`src/rtl/alu_sequencer.sv`:
```
// alu_sequencer: command sequencer for a shared 8-bit ALU datapath.
// Accepts one operation over a valid/ready command port, drives the ALU
// operand buses, captures the selected result and returns it over a
// valid/ready response port.
// Optional feature macro: ALU_SEQ_MUL_EN adds an 8x8 shift-add multiply
// (opcode 8) built from repeated passes through the ALU adder. Without it,
// opcode 8 is reported as illegal.
module alu_sequencer (
  input  logic       clk_i,
  input  logic       rst_ni,
  input  logic       cmd_valid_i,
  output logic       cmd_ready_o,
  input  logic [3:0] cmd_op_i,
  input  logic [7:0] cmd_a_i,
  input  logic [7:0] cmd_b_i,
  output logic [7:0] alu_in_a_o,
  output logic [7:0] alu_in_b_o,
  input  logic [7:0] alu_add_i,
  input  logic [7:0] alu_left_i,
  input  logic [7:0] alu_right_i,
  input  logic [7:0] alu_and_i,
  input  logic [7:0] alu_or_i,
  input  logic [7:0] alu_xor_i,
  input  logic [7:0] alu_nand_i,
  input  logic [7:0] alu_comp_i,
  output logic       rsp_valid_o,
  input  logic       rsp_ready_i,
  output logic [7:0] rsp_data_o,
  output logic [7:0] rsp_high_o,
  output logic       rsp_zero_o,
  output logic       rsp_err_o
);

  typedef enum logic [1:0] {
    ST_IDLE = 2'd0,
    ST_EXEC = 2'd1,
    ST_MUL  = 2'd2,
    ST_RESP = 2'd3
  } state_e;

  localparam logic [3:0] OP_ADD  = 4'd0;
  localparam logic [3:0] OP_SHL  = 4'd1;
  localparam logic [3:0] OP_SHR  = 4'd2;
  localparam logic [3:0] OP_AND  = 4'd3;
  localparam logic [3:0] OP_OR   = 4'd4;
  localparam logic [3:0] OP_XOR  = 4'd5;
  localparam logic [3:0] OP_NAND = 4'd6;
  localparam logic [3:0] OP_CMP  = 4'd7;
`ifdef ALU_SEQ_MUL_EN
  localparam logic [3:0] OP_MUL  = 4'd8;
`endif

  // Zero detect on a 16-bit value (single-cycle results pass a zero high byte).
  function automatic logic is_zero16(input logic [15:0] v);
    return (v == 16'h0000);
  endfunction

  state_e     state_q, state_d;
  logic [3:0] op_q, op_d;
  logic [7:0] a_q, a_d;
  logic [7:0] b_q, b_d;
  logic [7:0] rsp_data_q, rsp_data_d;
  logic [7:0] rsp_high_q, rsp_high_d;
  logic       rsp_zero_q, rsp_zero_d;
  logic       rsp_err_q, rsp_err_d;

`ifdef ALU_SEQ_MUL_EN
  // P is the running high half, Q the multiplier shifting out into the low
  // half of the product; the multiplicand M is simply the latched operand A.
  logic [7:0] p_q, p_d;
  logic [7:0] q_q, q_d;
  logic [2:0] cnt_q, cnt_d;
  logic [7:0] sum_s;
  logic       carry_s;
  logic [8:0] form_s;
`endif

  // Next-state, operand latching and result capture.
  always_comb begin
    state_d    = state_q;
    op_d       = op_q;
    a_d        = a_q;
    b_d        = b_q;
    rsp_data_d = rsp_data_q;
    rsp_high_d = rsp_high_q;
    rsp_zero_d = rsp_zero_q;
    rsp_err_d  = rsp_err_q;
`ifdef ALU_SEQ_MUL_EN
    p_d     = p_q;
    q_d     = q_q;
    cnt_d   = cnt_q;
    // ALU adder sees P + M; a wrapped sum means the 9th product bit is set.
    sum_s   = alu_add_i;
    carry_s = (sum_s < p_q);
    form_s  = q_q[0] ? {carry_s, sum_s} : {1'b0, p_q};
`endif

    case (state_q)
      ST_IDLE: begin
        if (cmd_valid_i) begin
          op_d = cmd_op_i;
          a_d  = cmd_a_i;
          b_d  = cmd_b_i;
`ifdef ALU_SEQ_MUL_EN
          if (cmd_op_i == OP_MUL) begin
            p_d     = 8'h00;
            q_d     = cmd_b_i;
            cnt_d   = 3'd0;
            state_d = ST_MUL;
          end else begin
            state_d = ST_EXEC;
          end
`else
          state_d = ST_EXEC;
`endif
        end else begin
          state_d = ST_IDLE;
        end
      end

      ST_EXEC: begin
        rsp_high_d = 8'h00;
        rsp_err_d  = 1'b0;
        case (op_q)
          OP_ADD:  rsp_data_d = alu_add_i;
          OP_SHL:  rsp_data_d = alu_left_i;
          OP_SHR:  rsp_data_d = alu_right_i;
          OP_AND:  rsp_data_d = alu_and_i;
          OP_OR:   rsp_data_d = alu_or_i;
          OP_XOR:  rsp_data_d = alu_xor_i;
          OP_NAND: rsp_data_d = alu_nand_i;
          OP_CMP:  rsp_data_d = alu_comp_i;
          default: begin
            rsp_data_d = 8'h00;
            rsp_err_d  = 1'b1;
          end
        endcase
        rsp_zero_d = is_zero16({8'h00, rsp_data_d});
        state_d    = ST_RESP;
      end

`ifdef ALU_SEQ_MUL_EN
      ST_MUL: begin
        // Shift {form, Q} right by one into {P, Q}.
        p_d   = form_s[8:1];
        q_d   = {form_s[0], q_q[7:1]};
        cnt_d = cnt_q + 3'd1;
        if (cnt_q == 3'd7) begin
          rsp_high_d = p_d;
          rsp_data_d = q_d;
          rsp_zero_d = is_zero16({p_d, q_d});
          rsp_err_d  = 1'b0;
          state_d    = ST_RESP;
        end else begin
          state_d = ST_MUL;
        end
      end
`endif

      ST_RESP: begin
        if (rsp_ready_i) begin
          state_d = ST_IDLE;
        end else begin
          state_d = ST_RESP;
        end
      end

      default: begin
        state_d = ST_IDLE;
      end
    endcase
  end

  // State, operand and response registers; reset aborts any operation.
  always_ff @(posedge clk_i or negedge rst_ni) begin
    if (!rst_ni) begin
      state_q    <= ST_IDLE;
      op_q       <= 4'h0;
      a_q        <= 8'h00;
      b_q        <= 8'h00;
      rsp_data_q <= 8'h00;
      rsp_high_q <= 8'h00;
      rsp_zero_q <= 1'b0;
      rsp_err_q  <= 1'b0;
    end else begin
      state_q    <= state_d;
      op_q       <= op_d;
      a_q        <= a_d;
      b_q        <= b_d;
      rsp_data_q <= rsp_data_d;
      rsp_high_q <= rsp_high_d;
      rsp_zero_q <= rsp_zero_d;
      rsp_err_q  <= rsp_err_d;
    end
  end

`ifdef ALU_SEQ_MUL_EN
  // Multiply working registers.
  always_ff @(posedge clk_i or negedge rst_ni) begin
    if (!rst_ni) begin
      p_q   <= 8'h00;
      q_q   <= 8'h00;
      cnt_q <= 3'd0;
    end else begin
      p_q   <= p_d;
      q_q   <= q_d;
      cnt_q <= cnt_d;
    end
  end

  assign alu_in_a_o = (state_q == ST_MUL) ? p_q : a_q;
  assign alu_in_b_o = (state_q == ST_MUL) ? a_q : b_q;
`else
  assign alu_in_a_o = a_q;
  assign alu_in_b_o = b_q;
`endif

  assign cmd_ready_o = (state_q == ST_IDLE);
  assign rsp_valid_o = (state_q == ST_RESP);
  assign rsp_data_o  = rsp_data_q;
  assign rsp_high_o  = rsp_high_q;
  assign rsp_zero_o  = rsp_zero_q;
  assign rsp_err_o   = rsp_err_q;

endmodule
```
`config.mk`:
```
export PLATFORM = sky130hd
export DESIGN_NAME = alu_sequencer
export DESIGN_NICKNAME = d
export VERILOG_FILES = /design/src/rtl/alu_sequencer.sv
export SDC_FILE = /design/constraint.sdc
export NUM_CORES = 1
export LEC_CHECK = 0
export ABC_AREA = 0
export ABC_CLOCK_PERIOD_IN_PS = 2050
export CORE_AREA = 2 2 67 53
export DETAILED_ROUTE_END_ITERATION = 6
export DIE_AREA = 0 0 69 55
export DONT_BUFFER_PORTS = 1
export PLACE_DENSITY = 0.81
export SKIP_LAST_GASP = 1
export SLEW_MARGIN = 10
export SYNTH_ARGS = -nofsm -noshare
export SYNTH_HDL_FRONTEND = slang
export SYNTH_SLANG_ARGS = --single-unit
```
`constraint.sdc`:
```
create_clock -name clk_i -period 2.05 [get_ports clk_i]
set_input_delay 0.5125 -clock clk_i [delete_from_list [all_inputs] [get_ports clk_i]]
set_output_delay 0.5125 -clock clk_i [all_outputs]
set_load 0.01 [all_outputs]
```
After elaboration in Yosys (flattened, before gate mapping). Cells that the tools add are included.

Bits in registers: 32. Bits in latches: 0. Bits in writable memories: 0. Memory bits (read-only): 0. Output and inout port bits: 36. Word-level logic and storage cells: 27. Memories: 0.

Add/sub/neg operators: 0. Multipliers: 0. Div/mod/pow operators: 0. Magnitude comparators: 0. Equal/unequal tests: 9. Shift operators: 0. Mux-type cells: 6. Bitwise gates (word level): 0. Reductions and logical operators: 5.

Operators by type and width (count): $pmux W8 S8 (1); $eq A4 B3 Y1 const B (4); $eq A4 B2 Y1 const B (2); $logic_not A8 Y1 (1); $mux W8 (1); $reduce_or A8 Y1 (1); $pmux W2 S3 (1); $eq A4 B1 Y1 const B (1); $logic_not A4 Y1 (1); $eq A2 B1 Y1 const B (1); $eq A2 B2 Y1 const B (1); $logic_not A2 Y1 (1); $mux W1 (2); $mux W2 (1); $reduce_and A2 Y1 (1).

Depth between registers and ports, before layout. Gate-level depths: netlist of run 1.

Depth in word-level cells: 4. Gate-level depth with buffers: 8. Gate-level depth less buffers: 5.

Least setup slack after synthesis of run 1. No wires, ideal clock.

Path type: register to register. From: reg op_q[1]. To: reg rsp_zero_q (netlist: rsp_zero_o). Arrival time: 1.572 ns. Setup slack: 0.353 ns. Stages on the path, launching flop included: 8. Period minus slack after synthesis: 1.697 ns. Cells stage by stage: dfrtp_1 -> buf_4 -> buf_6 -> mux2i_1 -> mux4_1 -> or2_1 -> nand4_1 -> o31ai_2.

Cells in the longest elaborated chain, start to end: 4. Elaborated cells between the ends (all ways): 11. Those cells by class: eq/ne (7); mux (2); reduce/logical (2).

RTL lines: start, declared (RTL line 59) `logic [3:0] op_q, op_d;`; start signal, assigned (RTL line 187) `op_q <= op_d;`; $eq A4 B3 Y1, or another cell as far along (RTL line 124) `case (op_q)`; $pmux W8 S8 * (RTL line 124); $mux W8 * (RTL line 98) `case (state_q)`; $logic_not A8 Y1 * (RTL line 55) `return (v == 16'h0000);`; end signal, assigned (RTL line 192) `rsp_zero_q <= rsp_zero_d;`; end, declared (RTL line 64) `logic rsp_zero_q, rsp_zero_d;`.

Every way passes the cells marked *; elsewhere a longest branch is shown, timed or not. The select of a mux whose other input is x is not followed. A chain may end at the register's enable or synchronous reset.

Worst setup path in the final report of run 1.
From: reg op_q[0]. To: reg rsp_zero_q (netlist: rsp_zero_o).

Same word-level chain as after synthesis.

==> summary.txt, run 1 <==
non-filler cells, final = 209
crit path max fanout = 10
r2r worst-path depth = 6
Arr. time, crit path = 2.06 ns
PortBufs = 0
unrepaired setup endpoints after global routing = false
Worst EP required = 2.24 ns
Worst Path Class, Setup = register to register
commonest cells in the netlist = 32 x dfrtp_1, 19 x mux2_2, 16 x nand2_1
max_cap viols = 0
Area growth syn-to-layout = 4.849%
via count = 1292
Layout fillers = 257
Final period util = 0.9135
largest net degree at the start of global routing = 33
Initial Utilization = 0.6056
M1 GR Usage = 0.2730
total CTS buffers = 5
clk slew on worst S/H paths = 0.07 ns
most numerous cell in the Yosys netlist = dfrtp_1
DRT antenna net count = 0
worst-case clock buffer depth = 2
design area = 0.002002 mm^2
Pwr Density = 1628 mW/mm^2
drt first-iter violations = 55
FF-to-FF Start = op_q[0]
Setup Buffers After CTS = 0
sequential share of the synthesized area = 0.4194
H-tree depth = 2
Pre-Repair DR Iteration Count = 4
FF-to-FF setup slack = 0.18 ns
Most used DFF post-synth = dfrtp_1
Synth top area share = 0.4194
Leak = 0.0008363 uW
Post-Syn Area = 0.001909 mm^2
Post-DP HPWL = 3301 um
total routed wirelength = 4286 um
worst-skew pair later-pin latency = 0.28 ns
antenna violations before repair = 0
worst hold path class = input port to asynchronous set/reset pin
Mean Syn Cell Area = 11.30 um^2
area of the multi-input gates = 967.2 um^2
total of warnings raised by yosys = 0
RePlAce Congestion = 0.8370
TritonCTS clock tree = built
row count = 18
Gate Count Post-Synth = 169
met2 usage = 0.3782
Synth cell types = 37
CTS Sinks = 32
flops & latches, synth = 32
Die ar. = 0.003795 mm^2
I/O pin count = 124
Peak VDD IR = 0.8167 mV
fmax = 534.0 MHz
first-pass GRT wire length = 6244 um
largest area contributor in the netlist = dfrtp_1
Nets = 256
cell count after placement = 200
largest cells by area after synthesis = dfrtp_1 42%, mux2_2 11%, mux2i_1 7.9%
Slew Viols, Final = 0
status = completed
Placeable Area = 0.003153 mm^2
DR DRC count = 0
worst hold slack = 0.05839 ns
Setup Skew = 0.005573 ns
grt total ovfl = 0
FFs w/ async S/R, synth = 1.000
via-per-instance ratio = 6.182
total area of sequential cells = 802.0 um^2
clk root buf = clkbuf_8
Total GRT Usage = 0.2209
final setup TNS = 0 ns
die width = 69 um
placed cell areas = 0.001891 mm^2
vias in the first global route = 1226
reg-to-reg endpoint = rsp_zero_o
final hold vios = 0
Setup crit start kind = register
Setup crit end kind = register
layout cells sized above 1 = 0.2308
Top Usage Layer GRT = met2
Diodes inserted = 0
number of flops mapped to enable cells by yosys = 0
Die Ht = 55 um
met3 Resource Use GR = 0.07609
clock period minus worst slack = 1.873 ns
WL/cell = 20.51 um
final setup vio count = 0
[critical path, stage by stage (launching register included)]
cell	delay, ns
dfrtp_2	0.41
buf_4	0.20
mux4_2	0.51
mux2_2	0.27
nand2_1	0.09
nand4_1	0.11
o31ai_2	0.19
[cells by family (layout without fill, tap and decap cells)]
group                  count (synthesis)  in the layout  synth area share
muxes                                 40             40            0.2674
and+or+nand+nor                       40             40            0.1121
DFF                                   32             32            0.4194
AOI/OAI and AO/OA                     30             30            0.1114
buffers and inverters                 26             19           0.08781
other                                  1              8          0.001964
[sequential cells by signal (all words and copies together), names as in the netlist]
register / cells
alu_in_b_o: 8
rsp_data_o: 8
alu_in_a_o: 8
state_q: 2
rsp_zero_o: 1
rsp_err_o: 1
op_q: 4
[routing by layer]
layer  part of all wire  routed length (um)
met1               0.41                1753
met2               0.50                2146
met4             0.0019                   8
met3              0.088                 378
met5                  0                   0
[cells in the final DEF, fill, tap and decap left out, types with 3 or more instances in the layout]
cell       n
mux4_1     3
a31oi_1    3
o31ai_1    3
mux2i_1   15
conb_1     8
nand2_1   16
buf_4      5
mux2_2    19
clkbuf_8   6
nand3b_1   8
o21ai_0    9
mux4_2     3
dfrtp_1   31
inv_1      4
[worst max-delay path by stage]
stage	start	end	slack (ns)	cells past startpoint
2_1_floorplan	op_q[1]	rsp_zero_o	0.35	7
3_3_place_gp	op_q[0]	rsp_zero_o	0.22	6
3_5_place_dp	op_q[0]	rsp_zero_o	0.13	6
4_1_cts	op_q[0]	rsp_zero_o	0.11	6
5_1_grt	op_q[0]	rsp_zero_o	0.06	6
6_report	op_q[0]	rsp_zero_o	0.18	6
[power breakdown]
| part | switching, uW | internal, uW | total, uW |
|---|---|---|---|
| logic | 743 | 747 | 1490 |
| clock network | 218 | 274 | 492 |
| registers | 341 | 937 | 1280 |
| total | 1300 | 1960 | 3260 |
[metrics by stage]
| step | util | setup WS (ns) | power, uW |
|---|---|---|---|
| after global placement | 0.5996 | 0.2232 | 2678 |
| after global routing | 0.6349 | 0.06166 | 3499 |
| after detailed placement | 0.5996 | 0.1275 | 2756 |
| final | 0.6349 | 0.1773 | 3259 |
| after CTS | 0.6345 | 0.1063 | 3271 |
| after floorplan | - | 0.3529 | 2508 |
[layout make-up]
cell class,instances,share of cell area
Inverter,4,0.007500
Clock buffer,8,0.04500
Multi-Input combinational cell,118,0.4831
Timing Repair Buffer,7,0.03875
Tap cell,40,0.02500
Sequential cell,32,0.4006
[timing repair]
action,in CTS,in global routing
gates resized for setup,0,1
setup endpoints to repair,0,1
hold buffers,1,0
endpoints found under the hold margin,32,0
No activity file was read; power rests on OpenSTA's default activity.
==> inputs of run 2 (changes only) <==
Settings changed: ABC_CLOCK_PERIOD_IN_PS 2050 to 2000, CAP_MARGIN from default to 10.
Clock period 2.05 ns to 2 ns, I/O delays scaled along.
==> run 2 against run 1 <==
Register-to-register slack lost 0.03 ns. Worst hold slack lost 0.015 ns. Critical path type unchanged. Via count is the same. Core utilization grew 0.83 points. Sequential share of layout area shrank 0.52 points. Non-clock buffer count grew 1. Cell area grew 1.3%. Sequential power grew 3%. Clock power grew 8.1%.
==> summary.txt, run 2 (synthesized netlist as in run 1, its figures left out) <==
Layout fillers = 253 (-1.6%)
area of the multi-input gates = 967.2 um^2 (unchanged)
TritonCTS clock tree = built
PortBufs = 0 (unchanged)
Die ar. = 0.003795 mm^2 (unchanged)
Setup crit end kind = register
Setup Buffers After CTS = 0 (unchanged)
via count = 1292 (unchanged)
Arr. time, crit path = 2.04 ns (-0.02 ns)
Slew Viols, Final = 0 (unchanged)
final hold vios = 0 (unchanged)
Setup crit start kind = register
commonest non-fill, non-tap cell in the layout = dfrtp_1
Crit path largest cell delay = 0.51 ns (about the same)
Diodes inserted = 0 (unchanged)
total routed wirelength = 4345 um (+1.4%)
worst-path cell chain = buf_4 > mux4_2 > mux2_2 > nand2_1 > nand4_1 > o31ai_2
layout cells sized above 1 = 0.2426 (+0.01183)
first-pass GRT wire length = 6175 um (-1.1%)
Final period util = 0.9248 (+0.01129)
total CTS buffers = 5 (unchanged)
WL/cell = 20.79 um (+1.4%)
Area growth syn-to-layout = 6.226%
largest net degree at the start of global routing = 33 (unchanged)
grt total ovfl = 0 (unchanged)
final setup vio count = 0 (unchanged)
Placeable Area = 0.003153 mm^2 (unchanged)
final setup TNS = 0 ns (unchanged)
clock period minus worst slack = 1.850 ns (-0.02310 ns)
WP buf/inv = 1 (unchanged)
clk slew on worst S/H paths = 0.06 ns (about the same)
Worst EP required = 2.19 ns (-0.05 ns)
worst hold path class = input port to asynchronous set/reset pin
Peak VDD IR = 0.9970 mV (+22%)
Initial Utilization = 0.6056 (unchanged)
M1 GR Usage = 0.2633 (-0.009700)
fmax = 540.7 MHz (+1.2%)
Top Usage Layer GRT = met2
drt first-iter violations = 51 (-7.3%)
Die Ht = 55 um (unchanged)
Worst Path Class, Setup = register to register
antenna violations before repair = 0 (unchanged)
total area of sequential cells = 802.0 um^2 (unchanged)
I/O pin count = 124 (unchanged)
status = completed
Setup Skew = 0.004066 ns (-0.001507 ns)
reg-to-reg endpoint = rsp_zero_o
row count = 18 (unchanged)
CTS Sinks = 32 (unchanged)
crit path max fanout = 10 (unchanged)
max_cap viols = 0 (unchanged)
FF-to-FF setup slack = 0.15 ns (-0.03 ns)
worst-skew pair later-pin latency = 0.28 ns (about the same)
Post-DP HPWL = 3496 um (+5.9%)
worst-case clock buffer depth = 2 (unchanged)
H-tree depth = 2 (unchanged)
r2r worst-path depth = 6 (unchanged)
DRT antenna net count = 0 (unchanged)
vias in the first global route = 1228 (+0.16%)
FF-to-FF Start = op_q[0]
Pre-Repair DR Iteration Count = 4 (unchanged)
CP max-delay cell = mux4_2
crit path capture = rsp_zero_o
Nets = 257 (+0.39%)
WP depth = 6 (unchanged)
via-per-instance ratio = 6.182 (unchanged)
crit-path leading delay family = multiplexers
Leak = 0.0008505 uW (+1.7%)
clk root buf = clkbuf_8
Total GRT Usage = 0.2252 (+0.004274)
worst hold slack = 0.04358 ns (-0.01481 ns)
CP Launch Point = op_q[0]
commonest cells after routing, fill and taps aside = 31 x dfrtp_1, 19 x mux2_2, 16 x nand2_1
RePlAce Congestion = 0.8306 (-0.76%)
die width = 69 um (unchanged)
Pwr Density = 1689 mW/mm^2 (+3.8%)
met3 Resource Use GR = 0.09783 (+0.02174)
met2 usage = 0.3846 (+0.006410)
unrepaired setup endpoints after global routing = false
DR DRC count = 0 (unchanged)
run 2: worst register-to-register path: stages (launching register included):
cell and delay [ns]:
dfrtp_2 0.42, buf_4 0.20, mux4_2 0.52, mux2_2 0.27
nand2_1 0.08, nand4_1 0.10, o31ai_2 0.18
run 2: worst min path at each step:
stage,endpoint,cells after the start
floorplan,alu_in_a_o[0],0
global placement,rsp_data_o[7],0
detailed placement,rsp_data_o[7],0
CTS,rsp_data_o[7],1
global route,alu_in_b_o[4],1
finish,rsp_data_o[7],1
run 2: area by class of cell:
type	count	area share
clock buffers	7	0.04750
multi-input cells	118	0.4769
inverters	4	0.007403
flip-flops and latches	32	0.3954
well taps	40	0.02468
repair buffers	8	0.04812
run 2: per-stage QoR:
step	total power, uW	setup WS (ns)	area, um^2	cells	utilization
after global routing	3660	0.01870	2028	209	0.6433
after CTS	3431	0.09644	2027	209	0.6429
after global placement	2786	0.1676	1911	201	0.6060
after detailed placement	2882	0.1134	1911	201	0.6060
final	3426	0.1504	2028	209	0.6433
after floorplan	2571	0.3029	1936	176	-
run 2: metal layers:
layer	share of wire	up-vias
met2	0.50	68
met4	0.012	0
met3	0.093	5
met5	0	-
li1	-	597
met1	0.40	622
run 2: where the power goes:
group | internal [uW] | switching, uW | leakage [uW]
logic | 798 | 779 | 0.000411
registers | 960 | 356 | 0.000389
clock network | 306 | 226 | 0.0000503
total | 2060 | 1360 | 0.000850
run 2: timing repair:
action                                 4_1_cts  5_1_grt
endpoints found under the hold margin       32        0
setup endpoints to repair                    0        1
resized for setup                            0        1
hold buffers                                 1        0
